==> config.mk <==
export PLATFORM = sky130hd
export DESIGN_NAME = muldiv_unit
export DESIGN_NICKNAME = d
export VERILOG_FILES = /design/src/rtl/muldiv_pkg.sv /design/src/rtl/muldiv_datapath.sv /design/src/rtl/muldiv_unit.sv
export SDC_FILE = /design/constraint.sdc
export NUM_CORES = 1
export LEC_CHECK = 0
export BUFFER_PORTS_ARGS = -buffer_cell sky130_fd_sc_hd__buf_2
export CORE_ASPECT_RATIO = 2
export CORE_MARGIN = 3
export CORE_UTILIZATION = 45
export DETAILED_ROUTE_END_ITERATION = 16
export MAX_ROUTING_LAYER = met4
export PLACE_DENSITY = 0.61
export SYNTH_ARGS = -nofsm -noshare
export SYNTH_HDL_FRONTEND = slang
export SYNTH_SLANG_ARGS = --single-unit
export TNS_END_PERCENT = 20
==> constraint.sdc <==
create_clock -name clk -period 7.49 [get_ports clk]
set_input_delay 0.749 -clock clk [delete_from_list [all_inputs] [get_ports clk]]
set_output_delay 0.749 -clock clk [all_outputs]
set_load 0.02 [all_outputs]
==> src/rtl/muldiv_pkg.sv <==
// Shared types for the iterative RV32M multiply/divide unit.
package muldiv_pkg;

    typedef enum logic [2:0] {
        OP_MUL    = 3'b000,
        OP_MULH   = 3'b001,
        OP_MULHSU = 3'b010,
        OP_MULHU  = 3'b011,
        OP_DIV    = 3'b100,
        OP_DIVU   = 3'b101,
        OP_REM    = 3'b110,
        OP_REMU   = 3'b111
    } op_t;

    typedef enum logic [1:0] {
        IDLE,
        CALC,
        DONE
    } state_t;

    localparam int MD_WIDTH = 32;
    localparam int CNT_W    = $clog2(MD_WIDTH + 1);

endpackage

==> src/rtl/muldiv_datapath.sv <==
// Iteration registers: radix-2 shift-add multiply and restoring divide on magnitudes.
module muldiv_datapath #(
    parameter int DATA_WIDTH = 32
) (
    input  logic                  clk,
    input  logic                  reset,
    input  logic                  load,
    input  logic                  iterate,
    input  logic                  is_div,
    input  logic [DATA_WIDTH-1:0] a_mag,
    input  logic [DATA_WIDTH-1:0] b_mag,
    output logic [DATA_WIDTH-1:0] acc,
    output logic [DATA_WIDTH-1:0] sreg,
    output logic                  last
);
    localparam int W  = DATA_WIDTH;
    localparam int CW = $clog2(DATA_WIDTH + 1);

    logic [W-1:0]  breg;
    logic [CW-1:0] count;
    logic [W:0]    add_sum;
    logic [W:0]    rem_sh;
    logic [W:0]    diff;

    // Multiply: acc:sreg is the product, multiplier bits consumed from sreg[0].
    // Divide: sreg shifts the dividend out and the quotient in; acc is the partial remainder.
    always_comb begin
        add_sum = {1'b0, acc} + (sreg[0] ? {1'b0, breg} : '0);
        rem_sh  = {acc, sreg[W-1]};
        diff    = rem_sh - {1'b0, breg};
    end

    assign last = (count == CW'(1));

    always_ff @(posedge clk) begin
        if (reset) begin
            acc   <= '0;
            sreg  <= '0;
            breg  <= '0;
            count <= '0;
        end else if (load) begin
            acc   <= '0;
            sreg  <= a_mag;
            breg  <= b_mag;
            count <= CW'(W);
        end else if (iterate) begin
            count <= count - 1'b1;
            if (is_div) begin
                if (!diff[W]) begin
                    acc  <= diff[W-1:0];
                    sreg <= {sreg[W-2:0], 1'b1};
                end else begin
                    acc  <= rem_sh[W-1:0];
                    sreg <= {sreg[W-2:0], 1'b0};
                end
            end else begin
                acc  <= add_sum[W:1];
                sreg <= {add_sum[0], sreg[W-1:1]};
            end
        end
    end

endmodule

==> src/rtl/muldiv_unit.sv <==
// RV32M multi-cycle multiply/divide unit: FSM, sign handling, special cases and result select.
module muldiv_unit
    import muldiv_pkg::*;
#(
    parameter int DATA_WIDTH    = MD_WIDTH,
    parameter int OPCODE_LENGTH = 3
) (
    input  logic                     clk,
    input  logic                     reset,
    input  logic                     start,
    input  logic [OPCODE_LENGTH-1:0] Operation,
    input  logic [DATA_WIDTH-1:0]    SrcA,
    input  logic [DATA_WIDTH-1:0]    SrcB,
    output logic                     busy,
    output logic                     ResultValid,
    output logic [DATA_WIDTH-1:0]    Result
);
    localparam int W = DATA_WIDTH;

    state_t       state, state_next;
    op_t          op_in, op_q;
    logic         a_neg, b_neg, div_zero, div_ovf, accept;
    logic         load, iterate, last;
    logic         spec_q, neg_q, rem_neg_q;
    logic [W-1:0] a_mag, b_mag, spec_val, spec_res_q;
    logic [W-1:0] acc, sreg, quo, rem, done_val;
    logic [2*W-1:0] prod;

    always_comb begin
        op_in    = op_t'(Operation[2:0]);
        a_neg    = (op_in inside {OP_MUL, OP_MULH, OP_MULHSU, OP_DIV, OP_REM}) && SrcA[W-1];
        b_neg    = (op_in inside {OP_MUL, OP_MULH, OP_DIV, OP_REM}) && SrcB[W-1];
        a_mag    = a_neg ? -SrcA : SrcA;
        b_mag    = b_neg ? -SrcB : SrcB;
        div_zero = Operation[2] && (SrcB == '0);
        div_ovf  = (op_in inside {OP_DIV, OP_REM}) && (SrcA == {1'b1, {(W-1){1'b0}}}) && (SrcB == '1);
        if (div_zero) spec_val = Operation[1] ? SrcA : '1;
        else          spec_val = Operation[1] ? '0 : SrcA;
    end

    // A start coinciding with ResultValid is deliberately dropped.
    assign accept = start && !ResultValid;
    assign busy   = (state != IDLE);

    always_comb begin
        state_next = state;
        load       = 1'b0;
        iterate    = 1'b0;
        case (state)
            IDLE: if (accept) begin
                if (div_zero || div_ovf) begin
                    state_next = DONE;
                end else begin
                    load       = 1'b1;
                    state_next = CALC;
                end
            end
            CALC: begin
                iterate = 1'b1;
                if (last) state_next = DONE;
            end
            DONE:    state_next = IDLE;
            default: state_next = IDLE;
        endcase
    end

    always_ff @(posedge clk) begin
        if (reset) state <= IDLE;
        else       state <= state_next;
    end

    always_ff @(posedge clk) begin
        if (state == IDLE && accept) begin
            op_q       <= op_in;
            neg_q      <= a_neg ^ b_neg;
            rem_neg_q  <= a_neg;
            spec_q     <= div_zero || div_ovf;
            spec_res_q <= spec_val;
        end
    end

    muldiv_datapath #(.DATA_WIDTH(W)) u_datapath (
        .clk     (clk),
        .reset   (reset),
        .load    (load),
        .iterate (iterate),
        .is_div  (op_q inside {OP_DIV, OP_DIVU, OP_REM, OP_REMU}),
        .a_mag   (a_mag),
        .b_mag   (b_mag),
        .acc     (acc),
        .sreg    (sreg),
        .last    (last)
    );

    always_comb begin
        prod = neg_q ? -{acc, sreg} : {acc, sreg};
        quo  = neg_q ? -sreg : sreg;
        rem  = rem_neg_q ? -acc : acc;
        case (op_q)
            OP_MUL:                       done_val = prod[W-1:0];
            OP_MULH, OP_MULHSU, OP_MULHU: done_val = prod[2*W-1:W];
            OP_DIV, OP_DIVU:              done_val = quo;
            default:                      done_val = rem;
        endcase
        if (spec_q) done_val = spec_res_q;
    end

    always_ff @(posedge clk) begin
        if (reset) begin
            ResultValid <= 1'b0;
            Result      <= '0;
        end else begin
            ResultValid <= (state == DONE);
            if (state == DONE) Result <= done_val;
        end
    end

endmodule

; ---- Yosys cells after proc, flatten, opt, wreduce, memory -nomap -nowiden
; Cells that the tools add are included.
[op_classes]
n_addsub = 8
n_reduce_logical = 23
n_eq_ne = 18
n_bitwise = 1
mux = 27
[ops]
columns = op, count
row1 = 32-bit 2-to-1 mux, 14
row2 = 32-bit negator, 4
row3 = 32-bit one-hot mux with 3 select lines, 1
row4 = 32-bit == test (second input constant), 2
row5 = 64-bit 2-to-1 mux, 1
row6 = 64-bit negator, 1
row7 = 32-bit by 33-bit adder with 33-bit output, 1
row8 = 33-bit by 32-bit subtractor with 33-bit output, 1
row9 = 32-bit zero test, 1
row10 = 3-bit == test (second input constant), 6
row11 = 6-bit 2-to-1 mux, 2
row12 = 3-bit by 2-bit == test with 1-bit output (second input constant), 3
row13 = 4-bit nonzero test, 2
row14 = 1-bit logical AND, 7
row15 = 3-bit by 1-bit == test with 1-bit output (second input constant), 2
row16 = 6-bit by 1-bit == test with 1-bit output (second input constant), 1
row17 = 3-bit zero test, 2
row18 = 2-bit 2-to-1 mux, 3
row19 = 2-bit nonzero test, 3
row20 = 6-bit by 1-bit subtractor with 6-bit output (second input constant), 1
row21 = 1-bit 2-to-1 mux, 5
row22 = 5-bit nonzero test, 1
row23 = 2-bit inequality test (second input constant), 2
row24 = 2-bit one-hot mux with 2 select lines, 1
row25 = other kinds (9), 10
[totals]
wordCells = 90
regBits = 175
input_bits = 70
output_inout_bits = 34

; ---- Depth between registers and ports, before layout
[depth]
depth_word = 9
depth_mapped = 13
depth_no_buf = 11

; ---- Cells and area by module
; Synthesis repeated with hierarchy kept, for this count alone.
[unflattened]
cells_unflattened = 2162
area_unflattened_um2 = 16338.2
[modules_own_cells]
columns = module, seq_area_each_um2, area_per_inst_um2, cells_per_inst, n_inst
row1 = muldiv_datapath, 2042.0, 8272.9, 1052, 1
row2 = muldiv_unit, 1841.8, 8065.2, 1110, 1

; ---- Least setup slack after synthesis
; OpenSTA, ideal clock, no wires.
[synth_path]
path_kind = input-to-reg
start = input start
end = register u_datapath.acc[28]
path_slack_ns = 2.068
path_stages = 7
path_buffers = 0
t_required_ns = 7.348
t_arrival_ns = 5.280
setup_time_ns = 0.142
path_cell_list = nor3b_1 > inv_1 > a211oi_1 > or2_2 > nor2_1 > a21oi_1 > or4b_2
[synth_between]
elab_chain_cells = 4
[synth_rtl]
columns = item, line_no
row1 = from (decl), muldiv_unit.sv:10  ; input logic start,
row2 = 1-bit logical AND, muldiv_unit.sv:42  ; assign accept = start && !ResultValid;
row3 = 1-bit 2-to-1 mux, muldiv_unit.sv:50  ; IDLE: if (accept) begin
row4 = 1-bit 2-to-1 mux, muldiv_unit.sv:49  ; case (state)
row5 = 2-bit OR reduction (no line), --
row6 = to (signal assigned), muldiv_datapath.sv:50  ; acc <= diff[W-1:0];
row7 = to (signal assigned), muldiv_datapath.sv:53  ; acc <= rem_sh[W-1:0];
row8 = to (signal assigned), muldiv_datapath.sv:57  ; acc <= add_sum[W:1];
row9 = to (decl), muldiv_datapath.sv:12  ; output logic [DATA_WIDTH-1:0] acc,
; No other way between the ends.
; A chain may end at the register's enable or synchronous reset.

; ---- Worst setup path after layout
[layout_path]
start = input SrcB[17]
end = register u_datapath.sreg[4]
[layout_between]
elab_chain_cells = 7
word_cells_on_any_way = 10
cone_classes = eq/ne (1) / mux (4) / reduce/logical (5)
[layout_rtl]
columns = item, line_no
row1 = from (decl), muldiv_unit.sv:13  ; input logic [DATA_WIDTH-1:0] SrcB,
row2 = 32-bit == test or 32-bit zero test (tied branches), "muldiv_unit.sv:36, muldiv_unit.sv:35"
row3 = 1-bit logical AND (on tied branches), "muldiv_unit.sv:36, muldiv_unit.sv:35"
row4 = 1-bit logical OR (*), muldiv_unit.sv:51  ; if (div_zero || div_ovf) begin
row5 = 1-bit 2-to-1 mux (*), muldiv_unit.sv:51
row6 = 1-bit 2-to-1 mux (*), muldiv_unit.sv:50
row7 = 1-bit 2-to-1 mux (*), muldiv_unit.sv:49
row8 = 32-bit 2-to-1 mux or 2-bit nonzero test (tied branches), --
row9 = to (signal assigned), muldiv_datapath.sv:43  ; sreg <= a_mag;
row10 = to (signal assigned), muldiv_datapath.sv:51  ; sreg <= {sreg[W-2:0], 1'b1};
row11 = to (signal assigned), muldiv_datapath.sv:54  ; sreg <= {sreg[W-2:0], 1'b0};
row12 = to (decl), muldiv_datapath.sv:13  ; output logic [DATA_WIDTH-1:0] sreg,
; Every way passes the cells marked *; elsewhere a longest branch is shown, timed or not.

==> out/results.tsv <==
stage	metric	value	unit
finish	synth-to-layout area growth	8.52	%
floorplanning	Die ar.	0.0369	sq mm
critical_path	CP Launch Type	input port	
logic_synthesis	cells after synthesis	2026	
job	Max-Cap Viols	0	
clock_network	clock transition at the registers of the reported paths	0.08	ns
routing	1st-pass router iterations	8	
critical_path	Critical Path Most Common Cell	or4_1	
global_routing	GRT overflow	0	
critical_path	CP arrival	4.86	ns
finish	fraction of layout cells with a size suffix above 1	0.0997	
power	Pleak	6.62	nW
routing	DRT Wirelength	65.6	mm
logic_synthesis	Post-Syn Area per Cell	7.67	sq um
global_routing	largest net degree at the start of global routing	88	
floorplanning	Core Box Area	0.0339	sq mm
critical_path	WP buf/inv	2	
critical_path	Crit path max-delay family	simple AND/OR/NAND/NOR gates	
finish	Layout Nets	2166	
hold_path	Hold Crit Class	flop to flop	
power	switching part of the total power	0.447	
critical_path	endpoint class of the critical path	flop	
timing	final worst-path cycle share	0.608	
placed_design	Final GP Congestion	0.990	
critical_path	Critical Path Max Stage Delay	0.75	ns
floorplanning	# IOs	104	
clock_network	CTS tree	yes	
logic_synthesis	Synth async-reset ratio	0	
timing	Setup Skew	0.0234	ns
logic_synthesis	post-synthesis sequential area ratio	0.250	
logic_synthesis	Ys Warns	0	
logic_synthesis	syn nets	2169	
timing	Setup TNS Final	0	ns
logic_synthesis	Top FF cell, synth	dfxtp_1	
global_routing	initial antenna violation count	3	
floorplanning	die width	137	microns
timing	pin slew with the least headroom to its limit	1.07	ns
logic_synthesis	area leader, netlist	dfxtp_1	
global_routing	first-pass GRT wire length	95.5	mm
floorplanning	Die Y	269	microns
clock_network	post-CTS setup buffers	0	
placed_design	port buffer count	103	
power	PwrDens	223	mW/mm^2
logic_synthesis	most frequent cells after synthesis	183 x o21ai_0, 176 x nor2_1, 163 x a21oi_1, 145 x clkbuf_1, 137 x dfxtp_1	
routing	initial drt markers	1287	
power	Power Internal	0.00207	W
logic_synthesis	number of synthesized register bits	175	
critical_path	type of the worst setup path	input port to flop	
timing	Achievable Freq	220	MHz
power	maximum vdd drop	0.000171	V
timing	RSZ-0062 raised after global routing	false	
critical_path	Critical Path, Cell by Cell	buf_2 -> or4_1 -> or4_1 -> nor4_4 -> buf_4 -> a21o_1 -> nand2b_1 -> nand2_1 -> o22ai_1 -> a211oi_1	
logic_synthesis	Area contributors post-synth	dfxtp_1 18%, edfxtp_1 7.3%, xnor2_1 6.2%	
power	combinational power share	0.433	
power	Clk network pwr share	0.243	
clock_network	Clock Sinks	175	
timing	Slew headroom	0.285	
critical_path	largest fanout on the critical path	34	
timing	# setup viols final	0	
logic_synthesis	top cell type's share of synthesized area	0.177	
routing	via/cell ratio	6.56	
floorplanning	initial core utilization	0.458	
timing	Hold Vio Cnt, Final	0	
global_routing	GRT Total Usage	0.358	
clock_network	CTS H-tree lvls	4	
power	Sequential Power Share	0.324	
critical_path	Max stage delay cell, worst path	nand2b_1	
routing	Post-route DRC	0	
timing	max-slew violations	0	
floorplanning	Rows	95	
logic_synthesis	number of synthesized flops with an enable pin	38	
clock_network	Hold Buf Count CTS	0	
critical_path	Worst EP required	7.80	ns
global_routing	vias in the first global route	15500	
routing	WL/cell	26.5	microns
routing	vias post-DR	16200	
clock_network	clock root cell	clkbuf_16	
clock_network	Clock Tree Buf Depth	2	
finish	Core Util, Final	0.497	
clock_network	post-CTS sizing	0	
placed_design	hpwl dp	51.9	mm
timing	min Tclk post-route	4.55	ns
power	switching pwr	0.00168	W
clock_network	Num CTS Buffers	17	
routing	Antenna Nets Post-Route	0	
logic_synthesis	most frequent cell after synthesis	o21ai_0	
logic_synthesis	Netlist cell types	80	
clock_network	worst skew pair latency	0.47	ns
logic_synthesis	Mapped Area	0.0155	sq mm
run_status	run status	finished, final reports clean	
==> cells in the final DEF, fill, tap and decap left out, types with 34 or more instances in the layout <==
cell type and n:
o21ai_0 183, nor2_1 175, a21oi_1 163, dfxtp_1 137
nand2_1 122, xnor2_1 110, buf_2 103, inv_1 75
xor2_1 75, ha_1 71, a211oi_1 61, nor3_1 55
mux2i_1 38, edfxtp_1 38, nand3_1 34
==> kinds of logic (layout without fill, tap and decap cells) <==
logic type      after synthesis  in the layout  synth area share
xor+xnor                    185            185             0.104
other cells                   0              2                 0
simple gates                605            605             0.197
fa+ha+maj                   105            105            0.0804
flops                       175            175             0.250
mux                          40             40            0.0259
compound gates              685            685             0.286
buf+inv                     231            241            0.0570
==> state kept, by name, summed over array words and instances, names as in the netlist, 2 cells and up <==
name and cells:
spec_res_q 32, u_datapath.count 6, state 2, u_datapath.acc 32, u_datapath.sreg 32, Result 32, u_datapath.breg 32, op_q 3
==> layer usage <==
layer / vias up / GRT usage / share of wire
met2: 713 / 0.595 / 0.50
met5: - / - / 0
li1: 7542 / - / -
met1: 7688 / 0.341 / 0.34
met3: 279 / 0.0441 / 0.039
met4: 0 / 0.371 / 0.13
==> through the flow <==
step	hold slack, ns	instances	cell area, sq um	power [W]	worst slack [ns]
2_1_floorplan	0.432	2026	15500	0.00226	2.07
4_1_cts	0.455	2472	16800	0.00373	2.96
6_report	0.451	2474	16900	0.00375	2.94
3_5_place_dp	0.439	2440	16300	0.00283	2.47
5_1_grt	0.471	2474	16900	0.00392	2.61
3_3_place_gp	0.430	2440	16300	0.00281	2.64
==> layout make-up <==
type,count,area (sq um)
tap,436,546
clock inverter,15,164
inverter,76,285
timing repair buffer,133,741
antenna,2,5.00
clock buffer,17,425
multi-input combinational,1620,10800
sequential,175,3880
fill,3465,17000
==> path summary, 6_finish.rpt <==
check	from	endpoint	slack (ns)	depth (start not counted)
setup / recovery	SrcB[17]	u_datapath.sreg[4]	2.94	10
hold / removal	Result[13]	Result[13]	0.45	2
setup reg to reg	u_datapath.sreg[31]	u_datapath.acc[28]	3.19	13
hold reg to reg	Result[13]	Result[13]	0.45	2
==> worst min-delay path, cell delays in order (launching register included) <==
cell     delay, ns
dfxtp_1       0.32
nand2_1       0.05
nand2_1       0.04
==> power groups by stage <==
stage	clock, W	combinational (W)	sequential, W
after floorplan	0	0.00111	0.00115
after global placement	0	0.00159	0.00123
after detailed placement	0	0.00160	0.00123
after CTS	0.000920	0.00160	0.00121
after global routing	0.000952	0.00175	0.00122
final	0.000912	0.00162	0.00122
No activity file was read; power rests on OpenSTA's default activity.
